$ cat config.mk
export PLATFORM = sky130hd
export DESIGN_NAME = thermocouple_scanner
export DESIGN_NICKNAME = d
export VERILOG_FILES = /design/src/rtl/thermocouple_scanner.sv
export SDC_FILE = /design/constraint.sdc
export NUM_CORES = 1
export LEC_CHECK = 0
export BUFFER_PORTS_ARGS = -buffer_cell sky130_fd_sc_hd__buf_2
export CORE_AREA = 4 4 139 128
export CTS_CLUSTER_SIZE = 25
export DETAILED_ROUTE_END_ITERATION = 6
export DIE_AREA = 0 0 143 132
export GPL_TIMING_DRIVEN = 0
export RECOVER_POWER = 25
export SLEW_MARGIN = 20
export SYNTH_ARGS = -nofsm -noshare
export SYNTH_HDL_FRONTEND = slang
export SYNTH_SLANG_ARGS = --single-unit
$ cat constraint.sdc
create_clock -name clk -period 3.3 [get_ports clk]
set_clock_uncertainty 0.1 [all_clocks]
set_input_delay 0.165 -clock clk [delete_from_list [all_inputs] [get_ports clk]]
set_output_delay 0.165 -clock clk [all_outputs]
set_load 0.01 [all_outputs]
$ cat src/rtl/thermocouple_scanner.sv
// Multi-channel MAX31855-style poller: after a power-up delay it walks the enabled channels
// through a shared SPI master, unpacking each 32-bit reply into per-channel fields.
module thermocouple_scanner #(
    parameter int unsigned NCH            = 4,
    parameter int unsigned STARTUP_CYCLES = 3000,
    parameter int unsigned PERIOD_CYCLES  = 1000,
    parameter int unsigned TIMEOUT_CYCLES = 64,
    parameter int unsigned CBITS          = 12,
    localparam int unsigned CW            = (NCH > 1) ? $clog2(NCH) : 1
) (
    input  logic              clk,
    input  logic              rst,
    input  logic [NCH-1:0]    ch_enable,
    input  logic              spi_not_busy,
    input  logic [31:0]       spi_rx_data,
    output logic              spi_ena,
    output logic [CW-1:0]     spi_sel,
    output logic [14*NCH-1:0] tc_temp_data,
    output logic [12*NCH-1:0] junction_temp_data,
    output logic [4*NCH-1:0]  fault_bits,
    output logic [NCH-1:0]    valid,
    output logic [NCH-1:0]    timeout_err,
    output logic              scan_done
);

    typedef enum logic [2:0] {
        StStartup = 3'd0,
        StReq     = 3'd1,
        StBusy    = 3'd2,
        StCapture = 3'd3,
        StPeriod  = 3'd4
    } state_e;

    localparam logic [CBITS-1:0] StartupLast = CBITS'(STARTUP_CYCLES);
    localparam logic [CBITS-1:0] PeriodLast  = CBITS'(PERIOD_CYCLES);
    localparam logic [CBITS-1:0] TimeoutLast = CBITS'(TIMEOUT_CYCLES - 1);

    state_e              state_q, state_d;
    logic [CBITS-1:0]    cnt_q, cnt_d;
    logic [CW-1:0]       ch_q, ch_d;
    logic [NCH-1:0]      mask_q, mask_d;
    logic                spi_ena_q, spi_ena_d;
    logic                scan_done_q, scan_done_d;
    logic [14*NCH-1:0]   tc_q, tc_d;
    logic [12*NCH-1:0]   jt_q, jt_d;
    logic [4*NCH-1:0]    fault_q, fault_d;
    logic [NCH-1:0]      valid_q, valid_d;
    logic [NCH-1:0]      tout_q, tout_d;

    logic                capture, timeout, start_scan;
    logic                nxt_found, low_found;
    logic [CW-1:0]       nxt_ch, low_ch;

    // Next enabled channel above the current one, from the mask latched at scan start.
    always_comb begin
        nxt_found = 1'b0;
        nxt_ch    = '0;
        for (int i = int'(NCH) - 1; i >= 0; i--) begin
            if (mask_q[i] && (i > int'(ch_q))) begin
                nxt_found = 1'b1;
                nxt_ch    = CW'(i);
            end
        end
    end

    // Lowest enabled channel of the live enable vector, used when a new scan starts.
    always_comb begin
        low_found = 1'b0;
        low_ch    = '0;
        for (int i = int'(NCH) - 1; i >= 0; i--) begin
            if (ch_enable[i]) begin
                low_found = 1'b1;
                low_ch    = CW'(i);
            end
        end
    end

    always_comb begin
        state_d     = state_q;
        cnt_d       = cnt_q;
        ch_d        = ch_q;
        mask_d      = mask_q;
        spi_ena_d   = 1'b0;
        scan_done_d = 1'b0;
        tc_d        = tc_q;
        jt_d        = jt_q;
        fault_d     = fault_q;
        valid_d     = valid_q;
        tout_d      = tout_q;
        capture     = 1'b0;
        timeout     = 1'b0;
        start_scan  = 1'b0;

        case (state_q)
            StStartup: begin
                if (cnt_q < StartupLast) begin
                    cnt_d = cnt_q + CBITS'(1);
                end else begin
                    start_scan = 1'b1;
                end
            end
            StReq: begin
                cnt_d = cnt_q + CBITS'(1);
                if (!spi_not_busy) begin
                    state_d = StBusy;
                end else if (cnt_q >= TimeoutLast) begin
                    timeout = 1'b1;
                end else begin
                    spi_ena_d = 1'b1;
                end
            end
            StBusy: begin
                cnt_d = cnt_q + CBITS'(1);
                // The handshake edge takes priority over an expiring timeout.
                if (spi_not_busy) begin
                    state_d = StCapture;
                end else if (cnt_q >= TimeoutLast) begin
                    timeout = 1'b1;
                end
            end
            StCapture: begin
                capture = 1'b1;
            end
            StPeriod: begin
                if (cnt_q < PeriodLast) begin
                    cnt_d = cnt_q + CBITS'(1);
                end else begin
                    start_scan = 1'b1;
                end
            end
            default: begin
                state_d = StPeriod;
                cnt_d   = '0;
            end
        endcase

        for (int i = 0; i < int'(NCH); i++) begin
            if (ch_q == CW'(i)) begin
                if (capture) begin
                    tc_d[i*14 +: 14]   = spi_rx_data[31:18];
                    jt_d[i*12 +: 12]   = spi_rx_data[15:4];
                    fault_d[i*4 +: 4]  = {spi_rx_data[16], spi_rx_data[2:0]};
                    valid_d[i]         = 1'b1;
                    tout_d[i]          = 1'b0;
                end
                if (timeout) begin
                    valid_d[i] = 1'b0;
                    tout_d[i]  = 1'b1;
                end
            end
        end

        if (capture || timeout) begin
            cnt_d = '0;
            if (nxt_found) begin
                ch_d    = nxt_ch;
                state_d = StReq;
            end else begin
                state_d     = StPeriod;
                scan_done_d = 1'b1;
            end
        end

        if (start_scan) begin
            cnt_d  = '0;
            mask_d = ch_enable;
            if (low_found) begin
                ch_d    = low_ch;
                state_d = StReq;
            end else begin
                state_d     = StPeriod;
                scan_done_d = 1'b1;
            end
        end
    end

    always_ff @(posedge clk) begin
        if (rst) begin
            state_q     <= StStartup;
            cnt_q       <= '0;
            ch_q        <= '0;
            mask_q      <= '0;
            spi_ena_q   <= 1'b0;
            scan_done_q <= 1'b0;
            tc_q        <= '0;
            jt_q        <= '0;
            fault_q     <= '0;
            valid_q     <= '0;
            tout_q      <= '0;
        end else begin
            state_q     <= state_d;
            cnt_q       <= cnt_d;
            ch_q        <= ch_d;
            mask_q      <= mask_d;
            spi_ena_q   <= spi_ena_d;
            scan_done_q <= scan_done_d;
            tc_q        <= tc_d;
            jt_q        <= jt_d;
            fault_q     <= fault_d;
            valid_q     <= valid_d;
            tout_q      <= tout_d;
        end
    end

    assign spi_ena            = spi_ena_q;
    assign spi_sel            = ch_q;
    assign tc_temp_data       = tc_q;
    assign junction_temp_data = jt_q;
    assign fault_bits         = fault_q;
    assign valid              = valid_q;
    assign timeout_err        = tout_q;
    assign scan_done          = scan_done_q;

endmodule

==> summary.md, run 1 <==
• **post-detailed-routing wire length** 18.5 mm
• **boundary pin count** 171
• **number of max-slew violations in the final report** 0
• **CTS Root Cell** sky130_fd_sc_hd__clkbuf_16
• **count of buffer and inverter cells on the critical path** 4
• **count of flip-flops with a built-in enable after synthesis** 0
• **end point of the most critical hold path** spi_sel[0]$_SDFF_PP0_
• **mux contribution to synthesized area** 0.00354
• **post-CTS setup buffer count** 0
• **Layout area overhead** 34.3%
• **reported leakage power** 0.00279 uW
• **master of the slowest instance on the critical path** sky130_fd_sc_hd__nor3_1
• **Period minus WS final** 2.87 ns
• **first drt pass iteration count** 7
• **Post-Synth XOR/XNOR Area** 0.0124
• **share of layout cells above drive strength 1** 0.138
• **end-of-flow core utilization** 0.460
• **starting density of the core** 0.342
• **headroom to the max-slew limit** 0.528
• **die area** 18900 sq um
• **largest net degree at the start of global routing** 17
• **# setup viols final** 0
• **total congestion overflow after global routing** 0
• **launch point of the worst reg-to-reg path** state_q[2]$_SDFFE_PP0P_
• **Seq/Total Area, Yosys** 0.532
• **Fmax** 349 MHz
• **cell type group with the largest total delay on the critical path** buffers and inverters
• **peak fanout along the critical path** 10
• **share of synthesized registers carrying an async set or reset** 0
• **total negative setup slack** 0 ns
• **number of rows in the core area** 45
• **adder-cell area share of the yosys netlist** 0.00399
• **transition at the pin with the smallest max-transition slack** 0.702 ns
• **Fillers** 1710
• **data required time at the worst endpoint** 3.54 ns
• **# placed instances** 1097
• **number of I/O port buffers** 167
• **register-to-register setup slack** 0.43 ns
• **cell area after synthesis** 5650 sq um
• **non-filler instance count after layout** 1163
• **clock transition at the registers of the reported paths** 0.06 ns
• **unrepaired setup endpoints after global routing** false
• **Simple-Gate Fraction of Synth Area** 0.241
• **count of synthesis-stage warnings from yosys** 0
• **placeable core region** 16500 sq um
• **most common cell after layout, fill and taps aside** sky130_fd_sc_hd__nand2_1
• **depth of the worst hold-timing path** 3
• **detailed-placement wirelength estimate** 12.8 mm
• **share of the cycle needed by the critical path after routing** 0.869
• **startpoint-to-endpoint class of the critical path** reg -> reg
• **DR WL/cell** 15.9 microns
• **Horiz. Die Dim** 143 microns
• **MaxCap Viol Count** 0
• **worst supply voltage drop on vdd** 348 uV
• **CTS Buffer Depth** 2
• **kind of start point of the critical path** register
• **TritonCTS clock tree** done
• **mean post-synth cell area** 7.86 sq um
• **number of diodes added for antenna fixing** 0
• **cells along the critical path** clkbuf_1 -> clkbuf_1 -> nand3b_1 -> clkbuf_1 -> nor3_1 -> clkbuf_1 -> nand2_1 -> a21oi_1
• **largest family of logic cells by synthesized area** simple AND/OR/NAND/NOR gates
• **worst r2r dst** fault_bits[10]$_SDFFE_PP0P_
• **overall die height** 132 microns
• **vias per inst** 4.84
• **start point of the worst hold path** rst
• **endpoint type of the worst setup path** register
• **sink count of the clock tree** 150
• **CP dominant cell by count** sky130_fd_sc_hd__clkbuf_1
• **total power density per cell area** 512 nW/um^2
• **# H-tree levels** 4
• **pre-CTS WS** 0.453 ns
• **routed via count** 5625
• **Fin. Hold Viols** 0
• **number of violations reported at the end of detailed-routing iteration 0** 301
• **highest-count cells in the layout ignoring fill and taps** sky130_fd_sc_hd__nand2_1, sky130_fd_sc_hd__dfxtp_1, sky130_fd_sc_hd__a21oi_1
• **Synth Instances** 719
• **largest stage delay on the critical path** 0.61 ns
• **number of buffers inserted during clock tree synthesis** 17
• **syn_nets** 759
• **number of nets in the layout** 979
• **outcome** finished, final reports clean
• **Critical Path AT** 3.11 ns
• **compound-gate portion of the synthesized area** 0.169
• **number of storage elements in the synthesis netlist** 150
• **initial antenna violation count** 0
• **Post-DRT Antenna Nets** 0
• **number of distinct library cells after synthesis** 43
• **Worst Setup Slack, final** 0.431 ns
• **clock insertion delay at the later pin of the skew report** 0.41 ns
• **via count of the first global-routing pass** 5275
• **logic depth of the worst register-to-register path** 8
• **total global routing track utilization** 0.194
• **global-route wire length before repair** 28.8 mm
• **worst hold slack after final layout** 0.0474 ns
• **path category of the worst min-delay check** in -> reg
• **# DRC** 0
• **routability-driven placement congestion ratio** 0.788
• **top_reg_cell synth** sky130_fd_sc_hd__dfxtp_1
stage by stage:
stage	cell area [sq um]	total power [uW]
2_1_floorplan	5650	1900
3_5_place_dp	6750	1960
3_3_place_gp	6750	1960
4_1_cts	7670	3920
5_1_grt	7590	4020
6_report	7590	3890
Yosys cell counts, drive strengths merged, types with 3 or more instances:
library cell | instances | share of area
nor4 | 3 | 0.0033
nor2b | 3 | 0.0033
or4 | 3 | 0.0047
a21oi | 135 | 0.12
buf | 5 | 0.0038
nand4 | 3 | 0.0033
nor2 | 27 | 0.018
o21ai | 8 | 0.0071
nor3 | 6 | 0.0053
inv | 3 | 0.0020
nand2 | 260 | 0.17
xnor2 | 8 | 0.012
and3 | 4 | 0.0044
nand3b | 4 | 0.0053
a211oi | 6 | 0.0080
a2111oi | 3 | 0.0080
clkbuf | 49 | 0.033
nand3 | 5 | 0.0044
a311oi | 3 | 0.0047
a22oi | 3 | 0.0040
dfxtp | 150 | 0.53
or3 | 6 | 0.0066
cells by family after synthesis:
kind of cell	after synthesis
XOR/XNOR	8
AO/OA/AOI/OAI	169
AND/OR/NAND/NOR	331
adder cells (fa/ha/maj)	2
buffers and inverters	57
multiplexers	2
flip-flops	150
final cells by class:
cell class | count | area (sq um) | area share
sequential | 150 | 3000 | 0.396
multi-input combinational | 512 | 2430 | 0.321
timing repair buffer | 201 | 1090 | 0.143
clock buffer | 25 | 485 | 0.0640
tap | 211 | 264 | 0.0348
buffer | 54 | 205 | 0.0270
clock inverter | 7 | 93.8 | 0.0124
inverter | 3 | 11.3 | 0.00148
worst reg2reg max path, stage by stage, from the launching register on:
cell                       delay [ns]
sky130_fd_sc_hd__dfxtp_1         0.30
sky130_fd_sc_hd__clkbuf_1        0.21
sky130_fd_sc_hd__clkbuf_1        0.27
sky130_fd_sc_hd__nand3b_1        0.24
sky130_fd_sc_hd__clkbuf_1        0.27
sky130_fd_sc_hd__nor3_1          0.61
sky130_fd_sc_hd__clkbuf_1        0.53
sky130_fd_sc_hd__nand2_1         0.14
sky130_fd_sc_hd__a21oi_1         0.13
worst max path at each step:
stage,startpoint,to,cells past startpoint
floorplan,cnt_q[7]$_SDFFE_PP0P_,cnt_q[4]$_SDFFE_PP0P_,6
global placement,state_q[2]$_SDFFE_PP0P_,fault_bits[10]$_SDFFE_PP0P_,8
detailed placement,state_q[2]$_SDFFE_PP0P_,fault_bits[10]$_SDFFE_PP0P_,8
CTS,state_q[2]$_SDFFE_PP0P_,fault_bits[10]$_SDFFE_PP0P_,8
global route,state_q[2]$_SDFFE_PP0P_,junction_temp_data[25]$_SDFFE_PP0P_,8
finish,state_q[2]$_SDFFE_PP0P_,fault_bits[10]$_SDFFE_PP0P_,8
report_power, final:
part	leakage [uW]	switching, uW	internal, uW
registers	0.00121	2.91	1820
logic	0.00130	79.9	56.7
clock network	0.000278	757	1180
total	0.00279	840	3050
layer usage:
metal | up-vias | global-route usage | routed length (microns)
li1 | 2847 | - | -
met1 | 2598 | 0.253 | 8390
met2 | 169 | 0.301 | 8440
met3 | 11 | 0.0733 | 1530
met4 | 0 | 0.0512 | 163
met5 | - | 0 | 0
flip-flops by register name, summed over array words and instances (netlist names), 3 cells and up:
register,flops
valid,4
fault_bits,16
state_q,3
tc_temp_data,56
mask_q,3
cnt_q,12
junction_temp_data,48
timeout_err,4
repair_timing:
item / CTS / global route
endpoints found under the hold margin: 125 / 0
resized for setup: 0 / 0
hold buffers: 34 / 0
(Power assumes the default switching activity.)
==> run 2: changes to the inputs <==
ABC_AREA = 1   (was not set)
CORE_AREA = 4 4 140 129   (was 4 4 139 128)
DIE_AREA = 0 0 144 133   (was 0 0 143 132)
==> run 2 against run 1 <==
Effect of this change: combinational power grew 81%; register-to-register slack improved by 0.85 ns; cell area is 0.87% higher; flip-flop and latch count is the same; critical path depth rose by 4; sequential share of layout area decreased by 0.34 points; core utilization grew 0.088 points; die area increased by 1.5%; clock power decreased by 4%; power is 2.2% higher; critical endpoint is now cnt_q[7]$_SDFFE_PP0P_.
==> summary.md, run 2 <==
• **share of the cycle needed by the critical path after routing** 0.613, was 0.869
• **endpoint type of the worst setup path** register, unchanged
• **share of synthesized registers carrying an async set or reset** 0, unchanged
• **number of rows in the core area** 45, unchanged
• **reported leakage power** 0.00338 uW, was 0.00279 uW
• **kind of start point of the critical path** register, unchanged
• **total power density per cell area** 519 nW/um^2, was 512 nW/um^2
• **largest net degree at the start of global routing** 17, unchanged
• **Worst Setup Slack, final** 1.28 ns, was 0.431 ns
• **number of buffers inserted during clock tree synthesis** 17, unchanged
• **worst hold slack after final layout** 0.0278 ns, was 0.0474 ns
• **most common cell after layout, fill and taps aside** sky130_fd_sc_hd__nor2_1, was sky130_fd_sc_hd__nand2_1
• **number of storage elements in the synthesis netlist** 150, unchanged
• **Internal Dissipation** 3040 uW, was 3050 uW
• **Period minus WS final** 2.02 ns, was 2.87 ns
• **Critical Path AT** 2.23 ns, was 3.11 ns
• **sink count of the clock tree** 150, unchanged
• **routability-driven placement congestion ratio** 0.864, was 0.788
• **placeable core region** 16600 sq um, was 16500 sq um
• **number of I/O port buffers** 168, was 167
• **switching power as a share of total power** 0.236, was 0.216
• **CTS Root Cell** sky130_fd_sc_hd__clkbuf_16, unchanged
• **boundary pin count** 171, unchanged
• **highest-count cells in the layout ignoring fill and taps** sky130_fd_sc_hd__nor2_1, sky130_fd_sc_hd__dfxtp_1, sky130_fd_sc_hd__o21ai_0, was sky130_fd_sc_hd__nand2_1, sky130_fd_sc_hd__dfxtp_1, sky130_fd_sc_hd__a21oi_1
• **outcome** finished, final reports clean, unchanged
• **# H-tree levels** 4, unchanged
• **total congestion overflow after global routing** 0, unchanged
• **clock transition at the registers of the reported paths** 0.06 ns, about the same
• **routed via count** 5685, was 5625
• **cell area after synthesis** 5720 sq um, was 5650 sq um
• **Layout area overhead** 33.7%, was 34.3%
• **Horiz. Die Dim** 144 microns, was 143 microns
• **# DRC** 0, unchanged
• **Post-DRT Antenna Nets** 0, unchanged
• **path category of the worst min-delay check** in -> reg, unchanged
• **Synth Instances** 769, was 719
• **share of layout cells above drive strength 1** 0.156, was 0.138
• **max reg flops** 56, unchanged
• **proportion of netlist area held by the largest area contributor** 0.525, was 0.532
• **initial antenna violation count** 0, unchanged
• **end-of-flow core utilization** 0.461, was 0.460
• **headroom to the max-slew limit** 0.613, was 0.528
• **fraction of power consumed by combinational cells** 0.062, was 0.035
• **global-route wire length before repair** 28.9 mm, was 28.8 mm
• **data required time at the worst endpoint** 3.51 ns, was 3.54 ns
• **TritonCTS clock tree** done, unchanged
• **# setup viols final** 0, unchanged
• **overall die height** 133 microns, was 132 microns
• **via count of the first global-routing pass** 5441, was 5275
• **detailed-placement wirelength estimate** 12.7 mm, was 12.8 mm
• **mean post-synth cell area** 7.44 sq um, was 7.86 sq um
• **Resize count post-CTS** 0, unchanged
• **leading cell types by count after synthesis** sky130_fd_sc_hd__nor2_1, sky130_fd_sc_hd__dfxtp_1, sky130_fd_sc_hd__o21ai_0, sky130_fd_sc_hd__nand2_1, sky130_fd_sc_hd__clkbuf_1, was sky130_fd_sc_hd__nand2_1, sky130_fd_sc_hd__dfxtp_1, sky130_fd_sc_hd__a21oi_1, sky130_fd_sc_hd__clkbuf_1, sky130_fd_sc_hd__nor2_1
• **DR WL/cell** 14.9 microns, was 15.9 microns
• **sw power** 937 uW, was 840 uW
• **post-detailed-routing wire length** 18.1 mm, was 18.5 mm
• **vias per inst** 4.69, was 4.84
• **count of flip-flops with a built-in enable after synthesis** 0, unchanged
• **peak fanout along the critical path** 7, was 10
• **worst supply voltage drop on vdd** 350 uV, was 348 uV
• **startpoint-to-endpoint class of the critical path** reg -> reg, unchanged
• **number of diodes added for antenna fixing** 0, unchanged
• **share of total power in the clock network** 0.469, was 0.497
• **MaxCap Viol Count** 0, unchanged
• **Seq/Total Area, Yosys** 0.525, was 0.532
• **starting density of the core** 0.345, was 0.342
• **first drt pass iteration count** 4, was 7
• **count of synthesis-stage warnings from yosys** 0, unchanged
• **total negative setup slack** 0 ns, unchanged
• **CTS Buffer Depth** 2, unchanged
• **post-CTS setup buffer count** 0, unchanged
• **number of violations reported at the end of detailed-routing iteration 0** 315, was 301
• **Fin. Hold Viols** 0, unchanged
• **unrepaired setup endpoints after global routing** false, unchanged
• **Hold-fix buffers, CTS** 35, was 34
• **number of distinct library cells after synthesis** 31, was 43
• **total global routing track utilization** 0.191, was 0.194
• **leading cell type by number of instances after synthesis** sky130_fd_sc_hd__nor2_1, was sky130_fd_sc_hd__nand2_1
• **number of max-slew violations in the final report** 0, unchanged
• **cell taking the most area after synthesis** sky130_fd_sc_hd__dfxtp_1, unchanged
• **Fmax** 495 MHz, was 349 MHz
• **syn_nets** 809, was 759
• **clock insertion delay at the later pin of the skew report** 0.41 ns, about the same
• **die area** 19200 sq um, was 18900 sq um
• **transition at the pin with the smallest max-transition slack** 0.580 ns, was 0.702 ns
• **part of the power in registers** 0.469, was 0.468
• **top_reg_cell synth** sky130_fd_sc_hd__dfxtp_1, unchanged
• **number of nets in the layout** 1031, was 979
• **pre-CTS WS** 1.30 ns, was 0.453 ns
• **main area contributors after synthesis** sky130_fd_sc_hd__dfxtp_1, sky130_fd_sc_hd__nor2_1, sky130_fd_sc_hd__o21ai_0, was sky130_fd_sc_hd__dfxtp_1, sky130_fd_sc_hd__nand2_1, sky130_fd_sc_hd__a21oi_1
[run 2: changes by cell type after synthesis, moves of 18 or more]
cell | before | now
sky130_fd_sc_hd__a21oi_1 | 135 | 20
sky130_fd_sc_hd__clkbuf_1 | 49 | 31
sky130_fd_sc_hd__inv_1 | 3 | 28
sky130_fd_sc_hd__nand2_1 | 260 | 69
sky130_fd_sc_hd__nor2_1 | 27 | 268
sky130_fd_sc_hd__o21ai_0 | 8 | 125
[run 2: worst max-delay path: stages (launching register included)]
cell and delay [ns]:
sky130_fd_sc_hd__dfxtp_1 0.46, sky130_fd_sc_hd__ha_1 0.25, sky130_fd_sc_hd__nand2_1 0.10, sky130_fd_sc_hd__nor2_2 0.13
sky130_fd_sc_hd__nand2_1 0.14, sky130_fd_sc_hd__nand2_2 0.15, sky130_fd_sc_hd__nand2_4 0.08, sky130_fd_sc_hd__nand2_4 0.12
sky130_fd_sc_hd__nor2_8 0.06, sky130_fd_sc_hd__nand3_2 0.08, sky130_fd_sc_hd__clkinv_1 0.12, sky130_fd_sc_hd__nand2_1 0.10
sky130_fd_sc_hd__nor2_2 0.03
[run 2: layout make-up]
| type | count | area, sq um |
|---|---|---|
| Sequential cell | 150 | 3000 |
| Inverter | 33 | 124 |
| Fill cell | 1729 | 8960 |
| Clock inverter | 12 | 131 |
| Timing Repair Buffer | 203 | 1100 |
| Multi-Input combinational cell | 546 | 2430 |
| Clock buffer | 18 | 429 |
| Buffer | 40 | 166 |
| Tap cell | 211 | 264 |
[run 2: path summary, 6_finish.rpt]
path	from	to	slack, ns	cells after the start
worst max-delay path	cnt_q[0]$_SDFFE_PP0P_	cnt_q[7]$_SDFFE_PP0P_	1.28	12
worst min-delay path	spi_not_busy	spi_ena$_SDFF_PP0_	0.03	3
worst max register to register	cnt_q[0]$_SDFFE_PP0P_	cnt_q[7]$_SDFFE_PP0P_	1.28	12
worst min register to register	timeout_err[2]$_SDFFE_PP0P_	timeout_err[2]$_SDFFE_PP0P_	0.36	2
[run 2: cell families (layout without fill, tap and decap cells)]
logic type      Yosys count  after routing  share of synthesized area
buf+inv                  73            306                     0.0507
xor+xnor                  2              2                    0.00306
fa+ha+maj                 1              1                    0.00219
compound gates          154            154                      0.138
simple gates            389            389                      0.281
flops                   150            150                      0.525
[run 2: layer usage]
| layer | vias up | wire (microns) | share of wire | track usage |
|---|---|---|---|---|
| li1 | 2915 | - | - | - |
| met1 | 2608 | 8480 | 0.47 | 0.254 |
| met4 | 0 | 298 | 0.016 | 0.0560 |
| met5 | - | 0 | 0 | 0 |
| met2 | 145 | 8060 | 0.45 | 0.291 |
| met3 | 17 | 1240 | 0.068 | 0.0705 |
[run 2: metrics by stage]
stage          cell area (sq um)  std cells  power [uW]
2_1_floorplan               5720        769        2030
3_3_place_gp                6830       1148        2110
3_5_place_dp                6830       1148        2120
4_1_cts                     7740       1213        4010
5_1_grt                     7650       1213        4130
6_report                    7650       1213        3970
[run 2: power by group through the flow]
stage	clock [uW]	sequential [uW]	combinational [uW]
global placement	0	1900	214
floorplan	0	1900	134
finish	1860	1860	248
CTS	1900	1860	248
global route	1990	1870	278
detailed placement	0	1900	215
